==> src/rtl/spi_pkg.sv <==
// Shared constants and FSM encoding for the SPI slave register interface.
package spi_pkg;

  localparam int unsigned CMD_WIDTH_DEF = 8;

  // Frames are writes when the MSB of the command word is set.
  function automatic int unsigned cmd_wr_bit(input int unsigned cmd_width);
    return cmd_width - 1;
  endfunction

  typedef enum logic [1:0] {
    ST_IDLE = 2'd0,
    ST_CMD  = 2'd1,
    ST_DATA = 2'd2,
    ST_DONE = 2'd3
  } state_e;

endpackage

==> src/rtl/spi_sync_edge.sv <==
// Two-flop synchronizer with registered rise/fall detection on the synchronized level.
module spi_sync_edge #(
  parameter logic RST_VAL = 1'b0
) (
  input  logic clk_i,
  input  logic rst_i,
  input  logic async_i,
  output logic rise_o,
  output logic fall_o
);

  // [1:0] is the synchronizer, [2] the previous synchronized level.
  logic [2:0] sync_q;
  logic       rise_q;
  logic       fall_q;

  always_ff @(posedge clk_i or posedge rst_i) begin
    if (rst_i) begin
      sync_q <= {3{RST_VAL}};
      rise_q <= 1'b0;
      fall_q <= 1'b0;
    end else begin
      sync_q <= {sync_q[1:0], async_i};
      rise_q <= sync_q[1] & ~sync_q[2];
      fall_q <= ~sync_q[1] & sync_q[2];
    end
  end

  assign rise_o = rise_q;
  assign fall_o = fall_q;

endmodule

==> src/rtl/spi_slave_if.sv <==
// SPI mode-0 slave: command byte selects a register, then a data word is written or read.
module spi_slave_if
  import spi_pkg::*;
#(
  parameter  int unsigned DATA_WIDTH     = 32,
  parameter  int unsigned CHANNEL_NUMBER = 16,
  parameter  int unsigned CMD_WIDTH      = CMD_WIDTH_DEF,
  localparam int unsigned SEL_WIDTH      = $clog2(CHANNEL_NUMBER)
) (
  input  logic                  clk,
  input  logic                  rst,
  input  logic                  spi_cs_n,
  input  logic                  spi_sclk,
  input  logic                  spi_mosi,
  output logic                  spi_miso,
  output logic                  cmd_flag,
  output logic [SEL_WIDTH-1:0]  dcmd,
  output logic                  data_flag,
  output logic [DATA_WIDTH-1:0] din,
  input  logic [DATA_WIDTH-1:0] dout,
  output logic                  busy,
  output logic                  frame_err
);

  localparam int unsigned MAX_BITS = (DATA_WIDTH > CMD_WIDTH) ? DATA_WIDTH : CMD_WIDTH;
  localparam int unsigned CNT_W    = $clog2(MAX_BITS);
  localparam int unsigned WR_BIT   = cmd_wr_bit(CMD_WIDTH);
  localparam int unsigned SETTLE_W = 3;

  logic sclk_rise, sclk_fall, cs_rise, cs_fall;

  spi_sync_edge #(.RST_VAL(1'b0)) u_sclk_sync (
    .clk_i (clk), .rst_i (rst), .async_i (spi_sclk),
    .rise_o(sclk_rise), .fall_o(sclk_fall)
  );

  spi_sync_edge #(.RST_VAL(1'b1)) u_cs_sync (
    .clk_i (clk), .rst_i (rst), .async_i (spi_cs_n),
    .rise_o(cs_rise), .fall_o(cs_fall)
  );

  logic [1:0]          mosi_sync_q;
  logic [SETTLE_W-1:0] settle_q;
  logic                stale_q;
  logic                settled;
  logic                armed;

  assign settled = &settle_q;
  assign armed   = settled & ~stale_q;

  // A cs_n fall seen while the synchronizer settles after reset belongs to a frame
  // already in flight; stay disarmed until cs_n has been seen high again.
  always_ff @(posedge clk or posedge rst) begin
    if (rst) begin
      mosi_sync_q <= 2'b00;
      settle_q    <= '0;
      stale_q     <= 1'b0;
    end else begin
      mosi_sync_q <= {mosi_sync_q[0], spi_mosi};
      if (!settled) settle_q <= settle_q + SETTLE_W'(1);
      if (cs_rise)                  stale_q <= 1'b0;
      else if (cs_fall && !settled) stale_q <= 1'b1;
    end
  end

  state_e                state_q;
  logic [CNT_W-1:0]      cnt_q;
  logic [CMD_WIDTH-2:0]  cmd_sr_q;
  logic [DATA_WIDTH-2:0] rx_sr_q;
  logic [DATA_WIDTH-2:0] tx_sr_q;
  logic                  tx_loaded_q;
  logic                  write_en_q;
  logic                  miso_q;
  logic                  cmd_flag_q;
  logic [SEL_WIDTH-1:0]  dcmd_q;
  logic                  data_flag_q;
  logic [DATA_WIDTH-1:0] din_q;
  logic                  busy_q;
  logic                  frame_err_q;

  logic [CMD_WIDTH-1:0]  cmd_next;
  logic [DATA_WIDTH-1:0] rx_next;

  assign cmd_next = {cmd_sr_q, mosi_sync_q[1]};
  assign rx_next  = {rx_sr_q, mosi_sync_q[1]};

  // Frame FSM; miso_q holds the current TX bit, tx_sr_q the bits still to send.
  always_ff @(posedge clk or posedge rst) begin
    if (rst) begin
      state_q     <= ST_IDLE;
      cnt_q       <= '0;
      cmd_sr_q    <= '0;
      rx_sr_q     <= '0;
      tx_sr_q     <= '0;
      tx_loaded_q <= 1'b0;
      write_en_q  <= 1'b0;
      miso_q      <= 1'b0;
      cmd_flag_q  <= 1'b0;
      dcmd_q      <= '0;
      data_flag_q <= 1'b0;
      din_q       <= '0;
      busy_q      <= 1'b0;
      frame_err_q <= 1'b0;
    end else begin
      cmd_flag_q  <= 1'b0;
      data_flag_q <= 1'b0;
      frame_err_q <= 1'b0;
      case (state_q)
        ST_IDLE: begin
          miso_q <= 1'b0;
          busy_q <= 1'b0;
          if (cs_fall && armed) begin
            state_q  <= ST_CMD;
            cnt_q    <= '0;
            cmd_sr_q <= '0;
            busy_q   <= 1'b1;
          end
        end
        ST_CMD: begin
          miso_q <= 1'b0;
          if (cs_rise) begin
            state_q     <= ST_IDLE;
            busy_q      <= 1'b0;
            frame_err_q <= 1'b1;
          end else if (sclk_rise) begin
            cmd_sr_q <= cmd_next[CMD_WIDTH-2:0];
            if (cnt_q == CNT_W'(CMD_WIDTH - 1)) begin
              state_q     <= ST_DATA;
              cnt_q       <= '0;
              cmd_flag_q  <= 1'b1;
              dcmd_q      <= cmd_next[SEL_WIDTH-1:0];
              write_en_q  <= cmd_next[WR_BIT];
              tx_loaded_q <= 1'b0;
              rx_sr_q     <= '0;
            end else begin
              cnt_q <= cnt_q + CNT_W'(1);
            end
          end
        end
        ST_DATA: begin
          if (cs_rise) begin
            state_q     <= ST_IDLE;
            busy_q      <= 1'b0;
            miso_q      <= 1'b0;
            frame_err_q <= 1'b1;
          end else begin
            if (sclk_fall) begin
              tx_loaded_q <= 1'b1;
              if (!tx_loaded_q) begin
                miso_q  <= dout[DATA_WIDTH-1];
                tx_sr_q <= dout[DATA_WIDTH-2:0];
              end else begin
                miso_q  <= tx_sr_q[DATA_WIDTH-2];
                tx_sr_q <= {tx_sr_q[DATA_WIDTH-3:0], 1'b0};
              end
            end
            if (sclk_rise) begin
              rx_sr_q <= rx_next[DATA_WIDTH-2:0];
              if (cnt_q == CNT_W'(DATA_WIDTH - 1)) begin
                state_q     <= ST_DONE;
                din_q       <= rx_next;
                data_flag_q <= write_en_q;
                miso_q      <= 1'b0;
              end else begin
                cnt_q <= cnt_q + CNT_W'(1);
              end
            end
          end
        end
        ST_DONE: begin
          miso_q <= 1'b0;
          if (cs_rise) begin
            state_q <= ST_IDLE;
            busy_q  <= 1'b0;
          end
        end
        default: begin
          state_q <= ST_IDLE;
          busy_q  <= 1'b0;
          miso_q  <= 1'b0;
        end
      endcase
    end
  end

  assign spi_miso  = miso_q;
  assign cmd_flag  = cmd_flag_q;
  assign dcmd      = dcmd_q;
  assign data_flag = data_flag_q;
  assign din       = din_q;
  assign busy      = busy_q;
  assign frame_err = frame_err_q;

endmodule

==> config.mk <==
export PLATFORM = sky130hd
export DESIGN_NAME = spi_slave_if
export DESIGN_NICKNAME = d
export VERILOG_FILES = /design/src/rtl/spi_pkg.sv /design/src/rtl/spi_sync_edge.sv /design/src/rtl/spi_slave_if.sv
export SDC_FILE = /design/constraint.sdc
export NUM_CORES = 1
export LEC_CHECK = 0
export BUFFER_PORTS_ARGS = -buffer_cell sky130_fd_sc_hd__buf_2
export CAP_MARGIN = 20
export CORE_ASPECT_RATIO = 0.8
export CORE_MARGIN = 3
export CORE_UTILIZATION = 50
export DETAILED_ROUTE_END_ITERATION = 16
export GPL_TIMING_DRIVEN = 0
export PLACE_DENSITY = 0.71
export SYNTH_ARGS = -nofsm -noshare
export SYNTH_HDL_FRONTEND = slang
export SYNTH_SLANG_ARGS = --single-unit
==> constraint.sdc <==
create_clock -name clk -period 6.45 [get_ports clk]
set_clock_uncertainty 0.15 [all_clocks]
set_input_delay 1.29 -clock clk [delete_from_list [all_inputs] [get_ports clk]]
set_output_delay 1.29 -clock clk [all_outputs]
set_load 0.01 [all_outputs]
==> results.cfg, run 1 <==
[yosys]
synth.net_count = 546
ys_seq_area_share_pct = 59.3
ys_warn_count = 0
synth_most_common_cell = dfrtp_1
ys.flop_type = dfrtp_1
synth_area_leader_cell = dfrtp_1
synth.top_cells.by_count = dfrtp_1 (132), nand2_1 (117), o21ai_0 (66)
synth_edf_count = 0
synthDistinctLibCells = 48
ys_seq_elements = 135
netlist_area_um2 = 5710
syn-instance-count = 497
netlist_top_cells_area = dfrtp_1 (58%), nand2_1 (7.7%), mux2i_1 (6.1%)
async_flop_share_pct = 100
syn_avg_cell_area_um2 = 11.5
synth.top_cell.area_share_pct = 57.9

[timing]
rsz0062_at_grt = no
maxSlewHeadroom_pct = 62.4
hold_violations = 0
hold_ws_ps = 195
fmax_mhz = 421
finalCritPeriodShare_pct = 36.9
post-route-min-period_ps = 2380
totalNegativeSetupSlack_ps = 0
slew_viol_final = 0
setup_violations = 0
worst_slew_pin_slew_ps = 564

[worst_setup_path]
crit_path_end_kind = output port
cp.required_ps = 5010
crit_path_top_delay_cell = dfrtp_1
worst-path-buf-inv = 1
cp.arrival_ps = 940
reg2reg_from = cnt_q[0]
path_cells = buf_2
cp_top_family = flip-flops
path_class = flop to output port
cp_slowest_stage_delay_ps = 390
cp-start-kind = flop
path_max_fanout = 2
critPathLaunch = dcmd[3]

[placement]
io_buffers = 77
dpl.hpwl_um = 7520
gp_congestion = 0.806

[global_route]
grt_pass1_wl_um = 19100
grt_max_degree = 74
antenna_found_initial = 0
grt_pass1_vias = 3969
grt-ovfl-total = 0
track_usage_pct = 18.7

[route]
routedWlPerCell_um = 14.5
first_pass_iters = 4
ant_nets = 0
vias = 3899
vias_per_cell = 5.20
drc = 0
wl_um = 10900
drtIter0Drc = 251

[die]
rows = 34
dieArea_um2 = 12700
dieHeight_um = 102
core_um2 = 11000
initial_utilization_pct = 51.8
die_w_um = 125
ios = 78

[final_layout]
drive_gt1_share_pct = 24.4
nNetsFinal = 643
area_delta_synth_final_pct = 21.6
n_fill_cell = 878
antenna_cells = 0

[cts]
cts_root_buf = clkbuf_16
post-cts-setup-buffers = 0
cts_tree = yes
hold_buffers = 0
cts_buffer_depth = 2
worstSkewPairLatency_ps = 410
cts_buffers = 17
cts.sinks = 135
htree_levels = 4
path_clk_slew_ps = 50
ctsResizeCount = 0

[run_status]
status = finished clean

[min_path]
hold_class = flop to flop
min_from = u_sclk_sync.sync_q[0]

[power]
peakVddDrop_uv = 240
power.leakage_nw = 3.43
power.density_nw_per_um2 = 363

[run]
drv_cap = 0
[cells by family after synthesis]
| kind of cell | share of synthesized area, % |
|---|---|
| buffers and inverters | 3.29 |
| adders and majority gates | 2.63 |
| AOI/OAI and AO/OA | 8.86 |
| muxes | 14.1 |
| xor gates and xnor gates | 0.153 |
| and+or+nand+nor | 11.7 |
| DFF | 59.3 |
[routing by layer]
layer  global-route usage (%)  vias up  share of wire [%]
li1                         -     1878                  -
met1                     25.9     1944                 48
met2                     28.8       68                 48
met3                     4.69        9                3.2
met4                     6.92        0               0.87
met5                        0        -                  0
[sequential cells by signal, indices dropped and copies added, names as in the netlist, 2 cells and up]
| name | cells |
|---|---|
| din | 32 |
| rx_sr_q | 31 |
| tx_sr_q | 31 |
| cmd_sr_q | 7 |
| cnt_q | 5 |
| dcmd | 4 |
| settle_q | 3 |
| u_cs_sync.sync_q | 3 |
| u_sclk_sync.sync_q | 3 |
| mosi_sync_q | 2 |
| state_q | 2 |
[where the power goes]
| group | switching (mW) | internal (mW) | leakage [nW] | total [mW] |
|---|---|---|---|---|
| clock | 0.338 | 0.702 | 0.310 | 1.04 |
| combinational | 0.263 | 0.168 | 1.36 | 0.431 |
| sequential | 0.0750 | 0.977 | 1.75 | 1.05 |
[metrics by stage]
step / instances / utilization, % / power [mW] / setup slack (ps) / instance area [um2]
CTS: 750 / 63.0 / 2.55 / 4050 / 6940
global placement: 718 / 56.9 / 1.46 / 74.4 / 6270
detailed placement: 719 / 57.2 / 1.50 / 4080 / 6310
global route: 750 / 63.0 / 2.67 / 4040 / 6940
finish: 750 / 63.0 / 2.52 / 4070 / 6940
floorplan: 497 / - / 1.38 / 1400 / 5710
[worst paths after layout]
path / endpoint / slack, ps / cells after the start
worst max register to register: state_q[1] / 4290 / 7
min in group asynchronous: cmd_flag / 810 / 2
worst min-delay path: u_sclk_sync.sync_q[1] / 200 / 0
worst max-delay path: dcmd[3] / 4070 / 1
worst min register to register: u_sclk_sync.sync_q[1] / 200 / 0
max in group asynchronous: u_cs_sync.sync_q[0] / 4570 / 3
[area by class of cell]
| cell class | instances | area, um2 | area share [%] |
|---|---|---|---|
| Inverter | 9 | 38.8 | 0.559 |
| Buffer | 27 | 154 | 2.22 |
| Clock inverter | 9 | 173 | 2.49 |
| Timing Repair Buffer | 78 | 413 | 5.95 |
| Multi-Input combinational cell | 326 | 2140 | 30.8 |
| Tap cell | 144 | 180 | 2.60 |
| Clock buffer | 22 | 464 | 6.69 |
| Sequential cell | 135 | 3380 | 48.7 |
[placed cells by master, fill, tap and decap left out, types with 3 or more instances in the layout]
| master | count |
|---|---|
| clkinv_2 | 3 |
| dfrtp_1 | 132 |
| mux2_1 | 31 |
| and3_1 | 3 |
| nor2b_1 | 7 |
| bufinv_16 | 5 |
| clkbuf_1 | 12 |
| clkbuf_16 | 17 |
| inv_1 | 7 |
| o21ai_0 | 66 |
| buf_6 | 4 |
| ha_1 | 12 |
| nor2_1 | 5 |
| mux2_2 | 8 |
| dfstp_2 | 3 |
| nand2_1 | 117 |
| buf_2 | 87 |
| o21ai_1 | 8 |
| mux2i_1 | 35 |
(Power assumes the default switching activity.)
==> run 2, diff against run 1 <==
clock period = 2.2 ns   (was 6.45 ns; I/O delays follow)
==> results.cfg, run 2 (synthesis gave the netlist of run 1 again) <==
[timing]
setup_violations = 0
totalNegativeSetupSlack_ps = 0
post-route-min-period_ps = 2120
setup_ws_ps = 76.7
slew_viol_final = 0
fmax_mhz = 471
finalCritPeriodShare_pct = 96.5
worst_slew_pin_slew_ps = 892
rsz0062_at_grt = yes
hold_violations = 0
maxSlewHeadroom_pct = 40.4

[worst_setup_path]
path_cells = ha_2, and3_1, ha_1, and2_1, nor2b_1, o311a_1, mux2i_1
cp.arrival_ps = 2290
cp.required_ps = 2370
cp-start-kind = flop
cp_top_family = simple AND/OR/NAND/NOR gates
path_class = flop to flop
crit_path_end_kind = flop
crit_path_top_delay_cell = dfrtp_1
reg2reg_from = cnt_q[0]
critical_path_cell_count = 7
critPathLaunch = cnt_q[0]
worst-path-buf-inv = 0
ff2ff_path_depth = 7
path_max_fanout = 4
cp_slowest_stage_delay_ps = 410

[global_route]
grt_max_degree = 42
track_usage_pct = 17.8
antenna_found_initial = 0
grt-ovfl-total = 0
grt_pass1_vias = 3886
grt_pass1_wl_um = 18300

[final_layout]
multi_input_area_um2 = 2150
area_delta_synth_final_pct = 21.7
largest_reg_flops = 32
seqCellArea_um2 = 3380
nNetsFinal = 648
mostFrequentLayoutCells = dfrtp_1 (132), nand2_1 (117), buf_2 (87)
drive_gt1_share_pct = 25.5
instances_no_fill = 756
final_common_cell = dfrtp_1
n_fill_cell = 877
antenna_cells = 0
fin_area_um2 = 6950

[power]
peakVddDrop_uv = 561
power.leakage_nw = 3.41
power.density_nw_per_um2 = 1010

[route]
drtIter0Drc = 245
first_pass_iters = 4
vias_per_cell = 5.15
vias = 3894
wl_um = 10800
ant_nets = 0
drc = 0
routedWlPerCell_um = 14.3

[die]
die_w_um = 125
core_um2 = 11000
ios = 78
initial_utilization_pct = 51.8
dieArea_um2 = 12700
rows = 34
dieHeight_um = 102

[cts]
post-cts-setup-buffers = 0
path_clk_slew_ps = 60
worstSkewPairLatency_ps = 410
htree_levels = 4
cts_root_buf = clkbuf_16
cts_tree = yes
cts_buffers = 17
cts_buffer_depth = 2
cts.sinks = 135

[placement]
placed_area_um2 = 6340
gp_congestion = 0.790
dpl.hpwl_um = 7670
dp_slack_ps = 34.0
dp.cells = 721
io_buffers = 77

[min_path]
hold_class = input pin to asynchronous set/reset pin

[run]
drv_cap = 0

[run_status]
status = finished clean
## run 2: cell count changes in the layout (fill, tap and decap cells not counted), moves of 2 or more
| cell | change |
|---|---|
| bufinv_16 | -4 |
| dlygate4sd3_1 | +3 |
| clkbuf_2 | +2 |
| clkbuf_1 | -4 |
| clkinvlp_4 | +3 |
| buf_12 | +3 |
| clkinv_4 | +3 |
## run 2: power by group
group | switching, mW | internal (mW)
clock network | 1.07 | 1.60
registers | 0.217 | 2.86
logic | 0.773 | 0.505
total | 2.06 | 4.96
## run 2: final timing paths
path | end | slack [ps]
max | state_q[0] | 80
min | din[6] | 60
max reg2reg | state_q[0] | 80
min reg2reg | u_sclk_sync.sync_q[1] | 200
max in group asynchronous | u_cs_sync.sync_q[0] | 880
min in group clk | tx_sr_q[0] | 150
## run 2: what timing repair did
item,in CTS,in global routing
resized for setup,0,6
setup endpoints to repair,0,8
hold buffers,3,0
endpoints found under the hold margin,3,0
## run 2: worst reg2reg max path, cell delays in order, from the launching register on
cell and delay [ps]:
dfrtp_1 410, ha_2 220, and3_1 200, ha_1 170
and2_1 190, nor2b_1 140, o311a_1 370, mux2i_1 190
## run 2: stage by stage
stage / hold slack, ps / total power [mW] / utilization, %
detailed placement: 186 / 4.39 / 57.5
floorplan: 181 / 4.03 / -
global route: 125 / 7.43 / 63.0
global placement: 183 / 4.29 / 57.0
finish: 63.1 / 7.02 / 63.0
CTS: 72.3 / 7.08 / 62.9
## run 2: cell type report
type / count / share of cell area, %
clock buffers: 19 / 6.38
clock inverters: 13 / 1.77
plain buffers: 27 / 2.25
flip-flops and latches: 135 / 48.7
inverters: 9 / 0.540
repair buffers: 83 / 6.84
multi-input cells: 326 / 30.9
well taps: 144 / 2.59
## run 2: metal layers
layer	share of wire (%)	wire length [um]	global-route usage, %
met4	1.4	151	7.92
met3	3.8	405	4.59
met5	0	0	0
met2	48	5170	27.8
met1	47	5070	23.8
